File: config.mk
export PLATFORM = sky130hd
export DESIGN_NAME = hazard_stall_ctrl
export DESIGN_NICKNAME = d
export VERILOG_FILES = /design/src/rtl/pipe_ctrl_pkg.sv /design/src/rtl/muldiv_busy_tracker.sv /design/src/rtl/hazard_stall_ctrl.sv
export SDC_FILE = /design/constraint.sdc
export NUM_CORES = 1
export LEC_CHECK = 0
export BUFFER_PORTS_ARGS = -buffer_cell sky130_fd_sc_hd__buf_2
export CORE_ASPECT_RATIO = 0.75
export CORE_MARGIN = 3
export CORE_UTILIZATION = 46
export DETAILED_ROUTE_END_ITERATION = 7
export PLACE_DENSITY = 0.85
export SETUP_SLACK_MARGIN = 0.5
export SYNTH_ARGS = -nofsm -noshare
export SYNTH_HDL_FRONTEND = slang
export SYNTH_SLANG_ARGS = --single-unit
File: constraint.sdc
create_clock -name Clk -period 4 [get_ports Clk]
set_input_delay 0.8 -clock Clk [delete_from_list [all_inputs] [get_ports Clk]]
set_output_delay 0.8 -clock Clk [all_outputs]
set_load 0.05 [all_outputs]
File: src/rtl/pipe_ctrl_pkg.sv
// pipe_ctrl_pkg: shared forwarding selects, HI/LO tracker states and register constants
package pipe_ctrl_pkg;
  localparam logic [1:0] FWD_RF  = 2'b00;
  localparam logic [1:0] FWD_MEM = 2'b01;
  localparam logic [1:0] FWD_WB  = 2'b10;
  localparam logic [4:0] REG_ZERO = 5'd0;
  typedef enum logic {HL_IDLE = 1'b0, HL_BUSY = 1'b1} hlState_t;
endpackage

File: src/rtl/muldiv_busy_tracker.sv
// muldiv_busy_tracker: HI/LO occupancy FSM with down-counter
//   Clk, Rst (async active-low), Issue (mult/div accepted into EX), Busy (registered occupancy)
module muldiv_busy_tracker
  import pipe_ctrl_pkg::*;
#(
  parameter int MULDIV_CYCLES = 32,
  parameter int CNT_W = 6
) (
  input  logic Clk,
  input  logic Rst,
  input  logic Issue,
  output logic Busy
);
  hlState_t state;
  logic [CNT_W-1:0] cnt;
  // Loading MULDIV_CYCLES-1 and leaving on zero gives exactly MULDIV_CYCLES busy cycles
  always_ff @(posedge Clk or negedge Rst) begin
    if (!Rst) begin
      state <= HL_IDLE;
      cnt <= '0;
    end else if (state == HL_IDLE) begin
      if (Issue) begin
        state <= HL_BUSY;
        cnt <= CNT_W'(MULDIV_CYCLES - 1);
      end
    end else begin
      cnt <= (cnt == '0) ? cnt : cnt - 1'b1;
      if (cnt == '0) state <= HL_IDLE;
    end
  end
  assign Busy = (state == HL_BUSY);
endmodule

File: src/rtl/hazard_stall_ctrl.sv
// hazard_stall_ctrl: 5-stage MIPS hazard, stall/flush and EX forwarding control
//   in : Clk, Rst (async active-low), DEC sources/uses, HI/LO reads, mult/div, EX/MEM/WB writeback info, PCRedirect_EX
//   out: PCWrite, IFDECWrite, IFDECFlush, DECEXBubble, ForwardA/B (00 RF, 01 MEM, 10 WB), MulDivBusy
module hazard_stall_ctrl
  import pipe_ctrl_pkg::*;
#(
  parameter int MULDIV_CYCLES = 32,
  parameter int CNT_W = 6
) (
  input  logic       Clk,
  input  logic       Rst,
  input  logic [4:0] Rs_DEC,
  input  logic [4:0] Rt_DEC,
  input  logic       UsesRs_DEC,
  input  logic       UsesRt_DEC,
  input  logic       ReadsHiLo_DEC,
  input  logic       MulDiv_DEC,
  input  logic [4:0] Rs_EX,
  input  logic [4:0] Rt_EX,
  input  logic       MemRead_EX,
  input  logic       RegWrite_EX,
  input  logic [4:0] WriteReg_EX,
  input  logic       RegWrite_MEM,
  input  logic [4:0] WriteReg_MEM,
  input  logic       RegWrite_WB,
  input  logic [4:0] WriteReg_WB,
  input  logic       PCRedirect_EX,
  output logic       PCWrite,
  output logic       IFDECWrite,
  output logic       IFDECFlush,
  output logic       DECEXBubble,
  output logic [1:0] ForwardA,
  output logic [1:0] ForwardB,
  output logic       MulDivBusy
);
  logic memA, memB, wbA, wbB, loadUse, hiloStall, stall, issue;
  // A load always writes its destination, so load-use keys on MemRead_EX alone
  logic unusedRegWriteEx;
  assign unusedRegWriteEx = RegWrite_EX;
  always_comb begin
    memA = RegWrite_MEM && WriteReg_MEM != REG_ZERO && WriteReg_MEM == Rs_EX;
    memB = RegWrite_MEM && WriteReg_MEM != REG_ZERO && WriteReg_MEM == Rt_EX;
    wbA = RegWrite_WB && WriteReg_WB != REG_ZERO && WriteReg_WB == Rs_EX;
    wbB = RegWrite_WB && WriteReg_WB != REG_ZERO && WriteReg_WB == Rt_EX;
    loadUse = MemRead_EX && WriteReg_EX != REG_ZERO &&
              ((UsesRs_DEC && Rs_DEC == WriteReg_EX) || (UsesRt_DEC && Rt_DEC == WriteReg_EX));
    hiloStall = (ReadsHiLo_DEC || MulDiv_DEC) && MulDivBusy;
    stall = loadUse || hiloStall;
    // A squashed or stalled DEC mult/div must not start the unit
    issue = MulDiv_DEC && !stall && !PCRedirect_EX;
    PCWrite = Rst && (PCRedirect_EX || !stall);
    IFDECWrite = Rst && (PCRedirect_EX || !stall);
    IFDECFlush = !Rst || PCRedirect_EX;
    DECEXBubble = !Rst || PCRedirect_EX || stall;
    ForwardA = !Rst ? FWD_RF : memA ? FWD_MEM : wbA ? FWD_WB : FWD_RF;
    ForwardB = !Rst ? FWD_RF : memB ? FWD_MEM : wbB ? FWD_WB : FWD_RF;
  end
  muldiv_busy_tracker #(.MULDIV_CYCLES(MULDIV_CYCLES), .CNT_W(CNT_W)) uTracker (
    .Clk(Clk),
    .Rst(Rst),
    .Issue(issue),
    .Busy(MulDivBusy)
  );
endmodule

==> results by stage <==
Outcome:
- The flow ran to the end, and the final reports show no timing, DRC or antenna violations.

Global route:
- Summed over all layers, the global routing overflow is 0.
- For met2 alone, demand over resource in global routing was 0.342.
- The global-route usage over all layers is 0.215.
- For this run, global-route usage on met3 was measured as 0.0408.
- The layer flagged by global routing as most heavily used is met2.
- The initial antenna violation count was 0.
- The met1 track demand over resource is 0.278.
- The number of global-route vias before repair came to ~940.
- The first global-routing pass estimated around 4.2 mm of wire.
- Entering global routing, the biggest net connects 14 pins.

Clock tree:
- For the worst-skew pair, the clock arrives at the later sink with an insertion delay of 0.27 ns.
- The maximum level of the CTS H-tree is 1.
- For this design, the CTS-stage hold fixing added 0 buffers.
- The total clock buffers created by CTS is 3.
- The count of instances resized after the clock tree is built is 0.
- After clock tree synthesis, the clock-pin slew on the worst setup and hold paths is roughly 0.06 ns.
- The number of buffers inserted to repair setup after CTS is 0.
- The tree built by TritonCTS fans out to 7 sinks.
- The root buffer cell chosen for the clock tree is clkbuf_4.
- TritonCTS built the clock tree.
- Counting along the longest clock path gives a buffer depth of 2.

Cells and area:
- The final non-filler cell total is ~190.
- Of the cells placed in the final design, the portion with a size suffix greater than 1 is 0.389.
- Registers take 175 sq um.
- The total of fill cells in the finished design is around 150.
- The final layout contains 215 nets.
- In the final layout, the multi-input gates occupy 709 sq um.
- The post-route core utilization is 0.685.
- The area added between synthesis and finish is 35.4%.
- The final standard cell area without fillers is ~1200 sq um.
- The antenna diode instance count is 0.

Drt:
- The total iterations of the first detailed-routing run is 4.
- The number of vias in the routed layout is between 1000 and 1500.
- Once detail routing completed, the nets flagged for antenna violations numbered 0.
- The vias per cell is 5.50.
- The detailed router's first-iteration violation count is 27.
- The residual DRC count is 0.
- Dividing the detail-routed wire length by the instance count gives between 10 and 15 um.
- Summed over all layers, the routed wires come to about 2.5 mm.

Die:
- The area of the die is between 2000 and 3000 sq um.
- In this run the count of I/O pins placed on the die edge is 55.
- Measured along the x axis, the die boundary spans between 50 and 60 um.
- The floorplan die height is 44.4 um.
- The initial utilization of the core area, before any placement, comes to 0.506.
- The core region area is approximately 1800 sq um.
- The floorplan has 13 rows.

Synthesis:
- Synthesis handed over a netlist of approximately 110 instances.
- The count of flip-flops with a built-in enable after synthesis is 0.
- The proportion of netlist area held by the largest area contributor is 0.193.
- The number of distinct standard cells referenced by the synthesized netlist is 34.
- Counting every net in the synthesized netlist gives around 160.
- Yosys printed 0 warnings.
- Sorting the synthesized cells by area gives the leading types as dfrtp_1 19%, xnor2_1 16%, xor2_1 15%, nor3_1 3.3%, nor2_1 3.3%.
- The proportion of synthesized flip-flops having asynchronous set or reset is 1.00.
- The cell area after synthesis is approximately 910 sq um.
- The sequential fraction of the synthesis area is 0.193.
- The synthesized design spends more area on one cell type than any other, namely dfrtp_1.
- The average footprint of a synthesized cell is between 8 and 9 sq um.
- In the synthesized netlist the dominant register cell turns out to be dfrtp_1.
- Counting instances in the post-synthesis netlist gives the leading cell types as 17 x xnor2_1, 16 x xor2_1, 8 x nor2_1, 7 x dfrtp_1, 6 x nor3_1.
- The total of flip-flops plus latches after synthesis is 7.
- The most common cell in the synthesized netlist is xnor2_1.

Timing:
- The final number of max-transition violations is 0.
- Setup violations remaining at the end of the flow were counted as 0.
- The worst slew margin relative to its limit is 0.447.
- The number of hold violations in the final report is 0.
- Setup repair after global routing left no endpoint under its margin.
- The post-route setup TNS is 0 ns.
- The setup skew after layout is between 0.007 and 0.008 ns.
- For this run, the top clock speed supported by timing is approximately 320 MHz.
- At the pin with the least slew margin, the transition time is a little over 0.8 ns.
- Of the available clock period, the critical path in the final layout requires 0.777.
- The clock period could shrink to between 3 and 4 ns.

Critical path:
- The master of the slowest instance on the critical path is or4_1.
- The nature of the critical path startpoint is an input port.
- The critical path's most frequent cell is buf_2.
- STA classifies the critical path endpoint as an output port.
- The data arrival time of the critical path is between 2 and 2.5 ns.
- Along the worst path, the maximum fanout reaches 3.
- The critical path class is input port to output port.
- For this run, the slowest stage of the critical path takes roughly 0.51 ns.
- The critical path goes through buf_2 > or4_1 > o21ai_1 > nor4_1 > nor4_2 > buf_2.
- The worst reg-to-reg setup slack is between 2 and 2.5 ns.
- For the worst setup path, the data required time is around 3.2 ns.

Placed design:
- Detailed placement finished with a half-perimeter wire length of 2.17 mm.
- The number of placed instances, taps included, is about 190.
- Input and output buffers added on the ports amount to 53.
- In this run the cell area measured after placement is roughly 1200 sq um.
- At the end of routability-driven placement, the weighted congestion stood at 0.907.

Power and ir drop:
- The sequential fraction of design power is 0.293.
- In this run the static leakage power is 0.000561 uW.
- The analysis attributes to net switching a power of around 230 uW.
- The total power per unit cell area is 402 nW/um^2.
- Of the total power, the share spent switching nets is 0.457.
- The internal power of the cells is between 200 and 300 uW.
- The share of total power dissipated in combinational logic is 0.567.
- The highest ir drop seen on vdd is approximately 0.00027 V.
- Of the total power, the clock network draws 0.140.

Min path:
- The min-delay analysis places its worst path in the category input port to asynchronous set/reset pin.

Run:
- Max-cap violations in this run came to 0.
kinds of logic after synthesis:
family,Yosys count,synth area share
fa+ha+maj,1,0.0138
flops,7,0.193
compound gates,22,0.173
buf+inv,6,0.0373
xor+xnor,33,0.319
mux,2,0.0276
simple gates,40,0.236
metal layers:
layer  wire, um  vias up  share of wire
met5          0        -              0
met2       1180       43           0.46
met1       1140      474           0.45
met3        176        5          0.069
met4         50        0          0.020
li1           -      517              -
power groups by stage:
stage | Clock (uW) | Combinational [uW] | Sequential, uW
6_report | 69.2 | 280 | 144
5_1_grt | 74.4 | 310 | 151
4_1_cts | 70.1 | 280 | 143
3_5_place_dp | 0 | 277 | 145
3_3_place_gp | 0 | 269 | 140
2_1_floorplan | 0 | 206 | 148
worst max-delay path: cells and delay by family:
family | cells | cell delay [ns]
AO/OA/AOI/OAI | 1 | 0.18
AND/OR/NAND/NOR | 3 | 0.90
buffers and inverters | 2 | 0.42
worst paths after layout:
kind                       cells after the start              end       startpoint
min in group Clk                               2  uTracker.cnt[1]  uTracker.cnt[1]
max in group asynchronous                      1  uTracker.cnt[3]              Rst
max reg2reg                                    4  uTracker.cnt[0]    uTracker.Busy
min                                            1  uTracker.cnt[0]              Rst
min reg2reg                                    2  uTracker.cnt[1]  uTracker.cnt[1]
max                                            6      ForwardB[1]  WriteReg_MEM[1]
final cells by class:
| class | count | area share |
|---|---|---|
| Sequential cell | 7 | 0.143 |
| Tap cell | 22 | 0.0224 |
| Timing Repair Buffer | 54 | 0.222 |
| Inverter | 4 | 0.0122 |
| Multi-Input combinational cell | 98 | 0.579 |
| Clock buffer | 4 | 0.0214 |
layout by cell type (no fill, tap or decap), drive strengths merged:
master / netlist / final
xor2: 16 / 16
xnor2: 17 / 17
a21oi: 5 / 5
buf: 2 / 54
o31a: 1 / 1
nand2b: 2 / 2
a211oi: 2 / 2
a31oi: 2 / 2
dfrtp: 7 / 7
nand4: 2 / 2
or2: 2 / 2
inv: 4 / 4
o22ai: 1 / 1
nor2: 8 / 8
nor3b: 2 / 2
clkbuf: 0 / 4
or3: 2 / 2
a21bo: 1 / 1
mux2i: 1 / 1
o32ai: 2 / 2
a31o: 1 / 1
mux2: 1 / 1
and2: 2 / 2
nor3: 6 / 6
or4: 3 / 3
o21ai: 4 / 4
nand3: 2 / 2
nor4: 4 / 4
a211o: 1 / 1
nand2: 5 / 5
ha: 1 / 1
o2111ai: 2 / 2
state kept, by name (all words and copies together), names as in the netlist:
name           flops
uTracker.Busy      1
uTracker.cnt       6
stage by stage:
step	hold WS (ns)	worst slack (ns)	total power [uW]
after floorplan	0.504	0.669	354
after global placement	0.557	0.920	410
after detailed placement	0.579	0.900	422
after CTS	0.397	0.898	493
after global routing	0.395	0.826	535
final	0.389	0.893	493
No activity file was read; power rests on OpenSTA's default activity.
